[src/rtl/fft_agu_pkg.sv]
// Shared types for the FFT address-generation unit: sequencer state encoding
// and a helper for sizing the drain counter.
package fft_agu_pkg;

  typedef enum logic [1:0] {
    IDLE  = 2'd0,
    RUN   = 2'd1,
    DRAIN = 2'd2,
    DONE  = 2'd3
  } state_t;

  function automatic int drain_cw(input int lat);
    return (lat < 2) ? 1 : $clog2(lat + 1);
  endfunction

endpackage

[src/rtl/fft_agu_dly.sv]
// Fixed-depth shift register with asynchronous active-low clear; aligns the
// write-port bundle with the butterfly datapath output.
module fft_agu_dly #(
  parameter int WIDTH = 8,
  parameter int DEPTH = 4
) (
  input  logic             clk,
  input  logic             rst_n,
  input  logic [WIDTH-1:0] d,
  output logic [WIDTH-1:0] q
);

  logic [DEPTH-1:0][WIDTH-1:0] pipe_reg;

  always_ff @(posedge clk or negedge rst_n) begin
    if (!rst_n) begin
      pipe_reg <= '0;
    end else begin
      pipe_reg[0] <= d;
      for (int i = 1; i < DEPTH; i++) pipe_reg[i] <= pipe_reg[i-1];
    end
  end

  assign q = pipe_reg[DEPTH-1];

endmodule

[src/rtl/fft_agu.sv]
// Address generator / sequencer for an in-place radix-2 DIT FFT: issues butterfly
// reads and twiddle indices per stage and a latency-aligned write bundle.
module fft_agu
  import fft_agu_pkg::*;
#(
  parameter int FFT_SIZE     = 4096,
  parameter int ADDR_WIDTH   = 12,
  parameter int BFLY_LATENCY = 6
) (
  input  logic                          clk,
  input  logic                          rst_n,
  input  logic                          start,
  input  logic                          start_bank,
  output logic                          busy,
  output logic                          done,
  output logic                          result_bank,
  output logic [$clog2(ADDR_WIDTH)-1:0] stage,
  output logic                          rd_en,
  output logic [ADDR_WIDTH-1:0]         rd_addra,
  output logic [ADDR_WIDTH-1:0]         rd_addrb,
  output logic                          rmem_id,
  output logic [ADDR_WIDTH-2:0]         tw_addr,
  output logic [ADDR_WIDTH-1:0]         fft_waddra,
  output logic [ADDR_WIDTH-1:0]         fft_waddrb,
  output logic                          fft_wea,
  output logic                          fft_web,
  output logic                          wmem_id
);

  localparam int SW = $clog2(ADDR_WIDTH);
  localparam int KW = ADDR_WIDTH - 1;
  localparam int CW = drain_cw(BFLY_LATENCY);
  localparam logic [KW-1:0] K_LAST   = KW'(FFT_SIZE / 2 - 1);
  localparam logic [SW-1:0] S_LAST   = SW'(ADDR_WIDTH - 1);
  localparam logic [CW-1:0] CNT_INIT = CW'(BFLY_LATENCY);
  localparam logic [CW-1:0] CNT_ONE  = CW'(1);
  localparam logic [SW:0]   SH_ONE   = (SW+1)'(1);
  localparam logic [SW:0]   SH_TOP   = (SW+1)'(ADDR_WIDTH - 1);
  localparam logic          RES_FLIP = 1'(ADDR_WIDTH % 2);

  state_t        state_reg, state_next;
  logic [KW-1:0] k_reg, k_next;
  logic [SW-1:0] s_reg, s_next;
  logic [CW-1:0] cnt_reg, cnt_next;
  logic          bank_reg, bank_next;
  logic          result_reg, result_next;
  logic          wbank_reg;

  always_ff @(posedge clk or negedge rst_n) begin
    if (!rst_n) begin
      state_reg  <= IDLE;
      k_reg      <= '0;
      s_reg      <= '0;
      cnt_reg    <= '0;
      bank_reg   <= 1'b0;
      result_reg <= 1'b0;
    end else begin
      state_reg  <= state_next;
      k_reg      <= k_next;
      s_reg      <= s_next;
      cnt_reg    <= cnt_next;
      bank_reg   <= bank_next;
      result_reg <= result_next;
    end
  end

  always_comb begin
    state_next  = state_reg;
    k_next      = k_reg;
    s_next      = s_reg;
    cnt_next    = cnt_reg;
    bank_next   = bank_reg;
    result_next = result_reg;
    case (state_reg)
      IDLE: begin
        if (start) begin
          state_next = RUN;
          bank_next  = start_bank;
          s_next     = '0;
          k_next     = '0;
        end
      end
      RUN: begin
        if (k_reg == K_LAST) begin
          state_next = DRAIN;
          k_next     = '0;
          cnt_next   = CNT_INIT;
        end else begin
          k_next = k_reg + KW'(1);
        end
      end
      DRAIN: begin
        cnt_next = cnt_reg - CNT_ONE;
        // Leave only after the last write of this stage has been issued.
        if (cnt_reg == CNT_ONE) begin
          if (s_reg == S_LAST) begin
            state_next  = DONE;
            result_next = bank_reg ^ RES_FLIP;
          end else begin
            state_next = RUN;
            s_next     = s_reg + SW'(1);
          end
        end
      end
      DONE:    state_next = IDLE;
      default: state_next = IDLE;
    endcase
  end

  logic [ADDR_WIDTH-1:0] k_ext, span, j, addra;
  logic [KW-1:0]         tw_calc;
  logic [SW:0]           sh_a, sh_tw;

  always_comb begin
    k_ext   = {1'b0, k_reg};
    span    = ADDR_WIDTH'(1) << s_reg;
    j       = k_ext & (span - ADDR_WIDTH'(1));
    sh_a    = {1'b0, s_reg} + SH_ONE;
    sh_tw   = SH_TOP - {1'b0, s_reg};
    addra   = ((k_ext >> s_reg) << sh_a) | j;
    tw_calc = KW'(j << sh_tw);
  end

  assign busy        = (state_reg != IDLE);
  assign done        = (state_reg == DONE);
  assign result_bank = result_reg;
  assign stage       = s_reg;
  assign rd_en       = (state_reg == RUN);
  assign rmem_id     = bank_reg ^ s_reg[0];
  // Idle addresses are forced to zero so nothing stale rides the delay line.
  assign rd_addra    = rd_en ? addra : '0;
  assign rd_addrb    = rd_en ? (addra + span) : '0;
  assign tw_addr     = rd_en ? tw_calc : '0;

  logic dly_we, dly_bank;

  fft_agu_dly #(
    .WIDTH (2 * ADDR_WIDTH + 2),
    .DEPTH (BFLY_LATENCY)
  ) u_dly (
    .clk   (clk),
    .rst_n (rst_n),
    .d     ({rd_addra, rd_addrb, rd_en, ~rmem_id}),
    .q     ({fft_waddra, fft_waddrb, dly_we, dly_bank})
  );

  always_ff @(posedge clk or negedge rst_n) begin
    if (!rst_n)      wbank_reg <= 1'b0;
    else if (dly_we) wbank_reg <= dly_bank;
  end

  assign fft_wea = dly_we;
  assign fft_web = dly_we;
  assign wmem_id = dly_we ? dly_bank : wbank_reg;

endmodule

[config.mk]
export PLATFORM = sky130hd
export DESIGN_NAME = fft_agu
export DESIGN_NICKNAME = d
export VERILOG_FILES = /design/src/rtl/fft_agu_pkg.sv /design/src/rtl/fft_agu_dly.sv /design/src/rtl/fft_agu.sv
export SDC_FILE = /design/constraint.sdc
export NUM_CORES = 1
export LEC_CHECK = 0
export BUFFER_PORTS_ARGS = -buffer_cell sky130_fd_sc_hd__buf_2
export CORE_UTILIZATION = 35
export CTS_BUF_LIST = sky130_fd_sc_hd__clkbuf_2
export CTS_CLUSTER_DIAMETER = 50
export CTS_CLUSTER_SIZE = 12
export DETAILED_ROUTE_END_ITERATION = 8
export PLACE_DENSITY = 0.6
export SLEW_MARGIN = 20
export SYNTH_ARGS = -nofsm -noshare
export SYNTH_HDL_FRONTEND = slang
export SYNTH_HIERARCHICAL = 1
export SYNTH_SLANG_ARGS = --single-unit
[constraint.sdc]
create_clock -name clk -period 4.8 [get_ports clk]
set_input_delay 0.48 -clock clk [delete_from_list [all_inputs] [get_ports clk]]
set_output_delay 0.48 -clock clk [all_outputs]
set_load 0.01 [all_outputs]
# After elaboration in Yosys (flattened, before gate mapping)
# Index checks and enable logic that the tools add are counted.
# Widths: inputs -> output; s select.
[classes] reduce_logical=11 addsub=7 shifts=4 n_eq_ne=10 n_mux=18 n_bitwise=4
[ops] op="$mux 11" n=3
[ops] op="$mux 12" n=2
[ops] op="$pmux 11 s2" n=1
[ops] op="$add 12x12->12" n=1
[ops] op="$and 11x12->12" n=1
[ops] op="$mux 4" n=3
[ops] op="$or 12x12->12" n=1
[ops] op="$shl 1x4->12 const A" n=1
[ops] op="$shl 12x5->11" n=1
[ops] op="$shl 12x5->12" n=1
[ops] op="$shr 11x4->12" n=1
[ops] op="$sub 12x1->12 const B" n=1
[ops] op="$add 11x1->11 const B" n=1
[ops] op="$eq 11x11->1 const B" n=1
[ops] op="$mux 2" n=4
[ops] op="$pmux 2 s4" n=1
[ops] op="$pmux 4 s2" n=1
[ops] op="$reduce_bool 2->1" n=4
[ops] op="$ne 2x2->1 const B" n=3
[ops] op="$pmux 3 s2" n=1
[ops] op="$reduce_and 2->1" n=3
[ops] op="$reduce_and 3->1" n=2
[ops] op="$add 4x1->5 const B" n=1
[ops] op="$sub 4x4->5 const A" n=1
[ops] op="13 further kinds" n=14
[totals] regBits=179 input_bits=4

# Depth between registers and ports, before layout
# Gate-level depths: netlist of run 1.
[logic_depth] depth_word=6 depth_mapped=21

# Modules after synthesis
# The synthesis of run 1 kept the hierarchy.
[modules_own_cells] mod="fft_agu_dly" cells_per_inst=182 area_each_um2=4098.9 n_inst=1
[modules_own_cells] mod="fft_agu" cells_per_inst=525 area_each_um2=3754.9 n_inst=1

# Worst setup path after synthesis of run 1
# Ideal clock, no wire load.
[synth_path] kind="register -> output" from="reg s_reg[0], in the netlist stage[0]" to="out rd_addrb[11]" arrival_ns=4.729 required_time_ns=4.320 path_slack_ns=-0.409 stages_incl_launch_ff=21 cell_sequence="dfrtp_1 -> buf_6 -> buf_8 -> buf_2 -> clkinv_1 -> buf_1 -> ha_1 -> clkbuf_1 -> nand2_1 -> ha_1 -> or4b_2 -> nand3_1 -> a21oi_1 -> a211o_1 -> ha_1 -> nand3_1 -> nor3_1 -> a211oi_1 -> a21oi_1 -> or4b_1 -> o2111ai_1"
[synth_via] elab_chain_len=6
[synth_rtl] item="start: declaration" line="fft_agu.sv:43" source="logic [SW-1:0] s_reg, s_next;"
[synth_rtl] item="start signal: assignment" line="fft_agu.sv:60" source="s_reg <= s_next;"
[synth_rtl] item="$shl 1x4->12" line="fft_agu.sv:116" source="span = ADDR_WIDTH'(1) << s_reg;"
[synth_rtl] item="$sub 12x1->12" line="fft_agu.sv:117" source="j = k_ext & (span - ADDR_WIDTH'(1));"
[synth_rtl] item="$and 11x12->12" line="fft_agu.sv:117"
[synth_rtl] item="$or 12x12->12" line="fft_agu.sv:120" source="addra = ((k_ext >> s_reg) << sh_a) | j;"
[synth_rtl] item="$add 12x12->12 (*)" line="fft_agu.sv:132" source="assign rd_addrb = rd_en ? (addra + span) : '0;"
[synth_rtl] item="$mux 12 (*)" line="fft_agu.sv:132"
[synth_rtl] item="end: declaration" line="fft_agu.sv:20" source="output logic [ADDR_WIDTH-1:0] rd_addrb,"
# Every way passes the cells marked *; elsewhere a longest branch is shown, timed or not.

# Worst setup path after layout of run 1
# Same ends and word-level chain as after synthesis.

==> results.toml, run 1 <==
[status]
status = "finished with violations"
violations = "setup timing"

[die]
coreArea_mm2 = 0.02189
initial_utilization = 0.3588
core.rowCount = 54
io_pins = 75
die_w_um = 151.8
die_h_um = 151.8
die_area_mm2 = 0.02304

[detailed_routing]
vias_per_cell = 5.048
initialDrtViolationCount = 371
wl_per_cell_um = 17.86
drc = 0
num_vias = 5760
wl_mm = 20.38
ant_nets = 0
dr.pass1.iters = 4

[setup_path]
cp_common_cell = "nor3_2"
critPathLaunchType = "register"
r2r-end = "u_dly/pipe_reg[13]"
crit_arrival_ps = 4750
worst-path-stages = 16
path_max_fanout = 8
worstPathRequired_ps = 4320
end_kind = "output port"
cp_cell_sequence = "buf_6 -> mux2i_4 -> o22ai_2 -> nand3b_1 -> mux4_2 -> nand2_1 -> nand3_2 -> ha_4 -> nor3_2 -> o21a_1 -> nor3_2 -> a211oi_2 -> a21oi_2 -> or4b_4 -> o2111ai_2 -> buf_2"
crit_slowest_cell = "dfrtp_4"
rrSetupSlack_ps = 920
reg2reg_from = "stage[0]"
cp_top_family = "simple AND/OR/NAND/NOR gates"
crit_path_end = "rd_addrb[11]"
worst-path-buf-inv = 2
rr_worst_depth = 15
slowest_delay_ps = 600
crit_start = "stage[0]"
path_class = "register to output port"

[timing]
period_minus_slack_ps = 5233
drv_slew = 0
max-slew-margin-rel = 0.4097
skew_ps = 86.87
final.setup.worst_slack_ps = -433.2
whs_ps = 201.9
finalCritPeriodShare = 1.090
final.setup.tns_ps = -933.9
max_freq_mhz = 191.1
setup_viol = 4
tightest_slew_ps = 885.5
grt_setup_unrepaired = "true"
finalHoldViolCount = 0

[clocking]
cts_max_level = 4
cts_tree = "built"
root_buffer = "clkbuf_2"
clk_pin_slew_ps = 350
cts_inserted_buffers = 17
clockBufferDepth = 2
clock_sinks = 179
clk_latency_ps = 750

[global_routing]
overflow = 0
grt_pass1_vias = 5639
grt_pass1_wl_mm = 31.19
track_usage = 0.1832
antenna_found_initial = 0
grt_max_degree = 112

[synthesis]
syn_nets = 738
synth.area.top_cells = "dfrtp_1 (57%), ha_1 (4.1%), mux2i_1 (2.8%)"
synthCells = 707
netlist-cell-type-count = 66
async_reset_ff_frac = 1.000
syn_avg_cell_area_um2 = 11.11
synth-seq-area-share = 0.5703
synthFlopType = "dfrtp_1"
ys_seq_elements = 179
ys_warn_count = 6
synth_commonest_cells = "dfrtp_1 (179), nand2_1 (56), nor2_1 (56), o21ai_0 (40), nand3_1 (34)"
yosysMostFrequentCell = "dfrtp_1"
synth_edf_count = 0
synth_top_area_cell = "dfrtp_1"
yosysTopAreaCellShare = 0.5703
synth_area_mm2 = 0.007854

[place]
io_buffer_count = 74
place_area_mm2 = 0.008710
dp_hpwl_mm = 13.85
gp_congestion = 0.9668

[finish]
largest_reg_flops = 130
final_cell_area_mm2 = 0.009926
n_antenna_cell = 0
syn_to_final_growth_pct = 26.38
final_layout_size_suffix_gt1_frac = 0.3705
fill_cells = 2056
layout.nets = 879

[power_and_ir_drop]
p_leak_uw = 0.004596
p_total_uw = 3095
power_density_mw_per_mm2 = 311.9
irDropWorstVdd_mv = 0.1338

[flow_run]
max_cap_viol_count = 0

[min_path]
hp-start = "start"
hold_path_class = "primary input to register"
how the worst min path moves through the flow:
stage                          end  slack, ps  cells past startpoint
6_report                  stage[1]        200                      4
5_1_grt                   stage[1]        130                      4
4_1_cts                   stage[1]         80                      4
3_5_place_dp   u_dly/pipe_reg[102]        330                      0
3_3_place_gp           u_dly/q[15]        330                      0
2_1_floorplan             bank_reg        180                      0
tightest hold or removal path, cell delays in order:
cell     delay, ps
buf_2          120
mux2i_1        130
or3_1          170
o22ai_1         80
layer usage:
| metal | wire length (um) | GRT usage | up-vias |
|---|---|---|---|
| met5 | 0 | 0 | - |
| met4 | 707 | 0.08317 | 0 |
| met3 | 1100 | 0.03413 | 43 |
| met2 | 9823 | 0.2975 | 201 |
| met1 | 8744 | 0.2365 | 2794 |
| li1 | - | - | 2722 |
power by group:
| part | switching (uW) | total, uW | internal [uW] | leakage (uW) |
|---|---|---|---|---|
| Clock | 599 | 782 | 183 | 0.000152 |
| Combinational | 322 | 580 | 258 | 0.00228 |
| Sequential | 42.9 | 1730 | 1690 | 0.00217 |
| Total | 964 | 3100 | 2130 | 0.00460 |
logic make-up after synthesis:
group / count (synthesis) / share of synthesized area
xor+xnor: 12 / 0.01338
buf+inv: 84 / 0.05592
flops: 179 / 0.5703
simple gates: 225 / 0.1396
mux: 39 / 0.05958
fa+ha+maj: 27 / 0.04397
compound gates: 141 / 0.1173
stage by stage:
stage / utilization / worst slack [ps] / instances
2_1_floorplan: - / 30.29 / 707
3_3_place_gp: 0.3979 / -9.471 / 1058
3_5_place_dp: 0.3979 / 39.09 / 1058
4_1_cts: 0.4390 / -508.6 / 1137
5_1_grt: 0.4534 / -721.5 / 1141
6_report: 0.4534 / -433.2 / 1141
timing repair:
action | CTS | global route
hold buffers | 3 | 0
hold endpoints to repair | 110 | 0
setup buffers | 46 | 9
resized for setup | 66 | 56
pin swaps | 17 | 11
cloned | 1 | 0
endpoints found under the setup margin | 9 | 11
cells in the final DEF, fill, tap and decap left out, drive strengths merged, types with 5 or more instances in the layout:
cell type	n
nand3	34
a21oi	27
a31oi	10
mux2	12
inv	28
mux2i	22
clkinv	6
dfrtp	179
nor3	12
xnor2	6
nor2b	15
xor2	6
nand2b	11
nand2	56
buf	181
clkbuf	19
a21o	7
a22oi	5
and3	5
a211oi	6
ha	26
and2	13
mux4	5
o21ai	40
nor2	56
area by class of cell:
class / instances / area, um^2 / share of cell area
flip-flops and latches: 179 / 4487 / 0.4520
inverters: 20 / 81.33 / 0.008194
clock buffers: 18 / 90.09 / 0.009076
multi-input cells: 444 / 3426 / 0.3451
well taps: 280 / 350.3 / 0.03530
repair buffers: 186 / 1339 / 0.1349
clock inverters: 14 / 152.6 / 0.01538
(Power assumes the default switching activity.)
==> inputs of run 2 (changes only) <==
--- a/config.mk
+++ b/config.mk
@@ -17,3 +17,4 @@
 export SYNTH_HDL_FRONTEND = slang
 export SYNTH_HIERARCHICAL = 1
 export SYNTH_SLANG_ARGS = --single-unit
+export TNS_END_PERCENT = 1
==> results.toml, run 2 (synthesized netlist as in run 1, its figures left out) <==
[status]
status = "finished with violations"
violations = "setup timing"

[die]
io_pins = 75
initial_utilization = 0.3588
coreArea_mm2 = 0.02189
die_area_mm2 = 0.02304
die_w_um = 151.8
die_h_um = 151.8
core.rowCount = 54

[setup_path]
rrSetupSlack_ps = 860
critPathLaunchType = "register"
crit_arrival_ps = 4780
path_class = "register to output port"
worstPathRequired_ps = 4320
path_max_fanout = 8
end_kind = "output port"

[detailed_routing]
initialDrtViolationCount = 390
dr.pass1.iters = 5
wl_mm = 19.73
vias_per_cell = 5.076
drc = 0
wl_met3_um = 954
num_vias = 5644
top_layer_used = "met4"
drt-met1-wl_mm = 8.877
ant_nets = 0
wl_met2_mm = 9.385
wl_per_cell_um = 17.74

[min_path]
hold_path_class = "primary input to register"

[finish]
syn_to_final_growth_pct = 19.48
final_cell_mix = "dfrtp_1 (175), buf_4 (75), buf_2 (72)"
final_layout_size_suffix_gt1_frac = 0.3101
layout_commonest_cell = "dfrtp_1"
largest_reg_flops = 130
n_antenna_cell = 0
layout.nets = 850

[clocking]
cts_inserted_buffers = 17
cts_max_level = 4
cts_tree = "built"
clock_sinks = 179
clockBufferDepth = 2
clk_latency_ps = 760
clk_pin_slew_ps = 340
root_buffer = "clkbuf_2"

[timing]
final.setup.tns_ps = -1167
setup_viol = 5
drv_slew = 0
final.setup.worst_slack_ps = -459.5
max-slew-margin-rel = 0.4126
grt_setup_unrepaired = "true"
whs_ps = 204.4
finalCritPeriodShare = 1.096
tightest_slew_ps = 881.2
finalHoldViolCount = 0
period_minus_slack_ps = 5260
skew_ps = 89.30
max_freq_mhz = 190.1

[place]
gp_congestion = 0.9668
io_buffer_count = 74
dp_hpwl_mm = 13.85
post-place-ws_ps = 39.09

[global_routing]
grt_max_degree = 112
overflow = 0
track_usage = 0.1771
grt_pass1_wl_mm = 30.01
antenna_found_initial = 0
grt_pass1_vias = 5385

[power_and_ir_drop]
power_density_mw_per_mm2 = 321.6
p_int_uw = 2082
p_leak_uw = 0.004400
p_comb_frac = 0.167
p_clk_frac = 0.259
p_switching_uw = 936.5
seqPwrFrac = 0.574
swShare = 0.3103
irDropWorstVdd_mv = 0.1332

[flow_run]
max_cap_viol_count = 0
## run 2: changes by cell type in the layout (fill, tap and decap cells not counted), moves of 4 or more
cell     before  now
nand3_1      30   34
buf_4        94   75
a21oi_1      14   21
a21oi_2      11    6
ha_4          9    4
buf_6        13    3
## run 2: power by group through the flow
stage	registers [uW]	clock network [uW]	logic [uW]
final	1730	781	503
after global routing	1760	890	552
after CTS	1740	832	479
after detailed placement	1770	0	453
after global placement	1760	0	457
after floorplan	1750	0	291
## run 2: final timing paths
kind / start / cells past startpoint / to
max: stage[0] / 17 / rd_addrb[11]
min: start / 4 / stage[1]
max reg2reg: stage[0] / 16 / u_dly/pipe_reg[13]
min reg2reg: u_dly/pipe_reg[108] / 0 / u_dly/q[4]
max in group asynchronous: rst_n / 3 / u_dly/pipe_reg[41]
min in group asynchronous: rst_n / 2 / u_dly/pipe_reg[13]
## run 2: area by class of cell
class / instances / area, um^2
well taps: 280 / 350.3
repair buffers: 157 / 1066
clock inverters: 14 / 152.6
clock buffers: 18 / 90.09
inverters: 20 / 83.83
multi-input cells: 444 / 3154
fillers: 2125 / 12510
flip-flops and latches: 179 / 4487
## run 2: timing repair
| item | 4_1_cts | 5_1_grt |
|---|---|---|
| gates cloned | 0 | 1 |
| resized for setup | 23 | 36 |
| hold buffers | 3 | 0 |
| endpoints found under the setup margin | 9 | 10 |
| setup buffers | 14 | 4 |
| hold endpoints to repair | 110 | 0 |
| pin swaps | 5 | 13 |
## run 2: per-layer routing
metal  up-vias  global-route usage
met2       201              0.2839
met1      2743              0.2328
met4         0             0.07574
met5         -                   0
met3        34             0.03443
li1       2666                   -
## run 2: worst max-delay path, stage by stage (launching register included)
cell and delay [ps]:
dfrtp_4 630, buf_6 160, mux2_4 310, o2bb2ai_1 130, a211o_1 370, nor2_2 150
nor3_2 70, a21oi_2 270, inv_2 80, ha_4 220, a211oi_2 200, o21a_1 210
nor3_2 70, a211oi_2 270, a21oi_2 120, or4b_4 500, o2111ai_4 120, buf_6 130
## run 2: stage by stage
stage / power (uW) / util / area [um^2] / cells
after floorplan: 2042 / - / 7880 / 707
after global placement: 2214 / 0.3979 / 8710 / 1058
after detailed placement: 2221 / 0.3979 / 8710 / 1058
after CTS: 3048 / 0.4195 / 9183 / 1107
after global routing: 3203 / 0.4287 / 9384 / 1112
final: 3018 / 0.4287 / 9384 / 1112
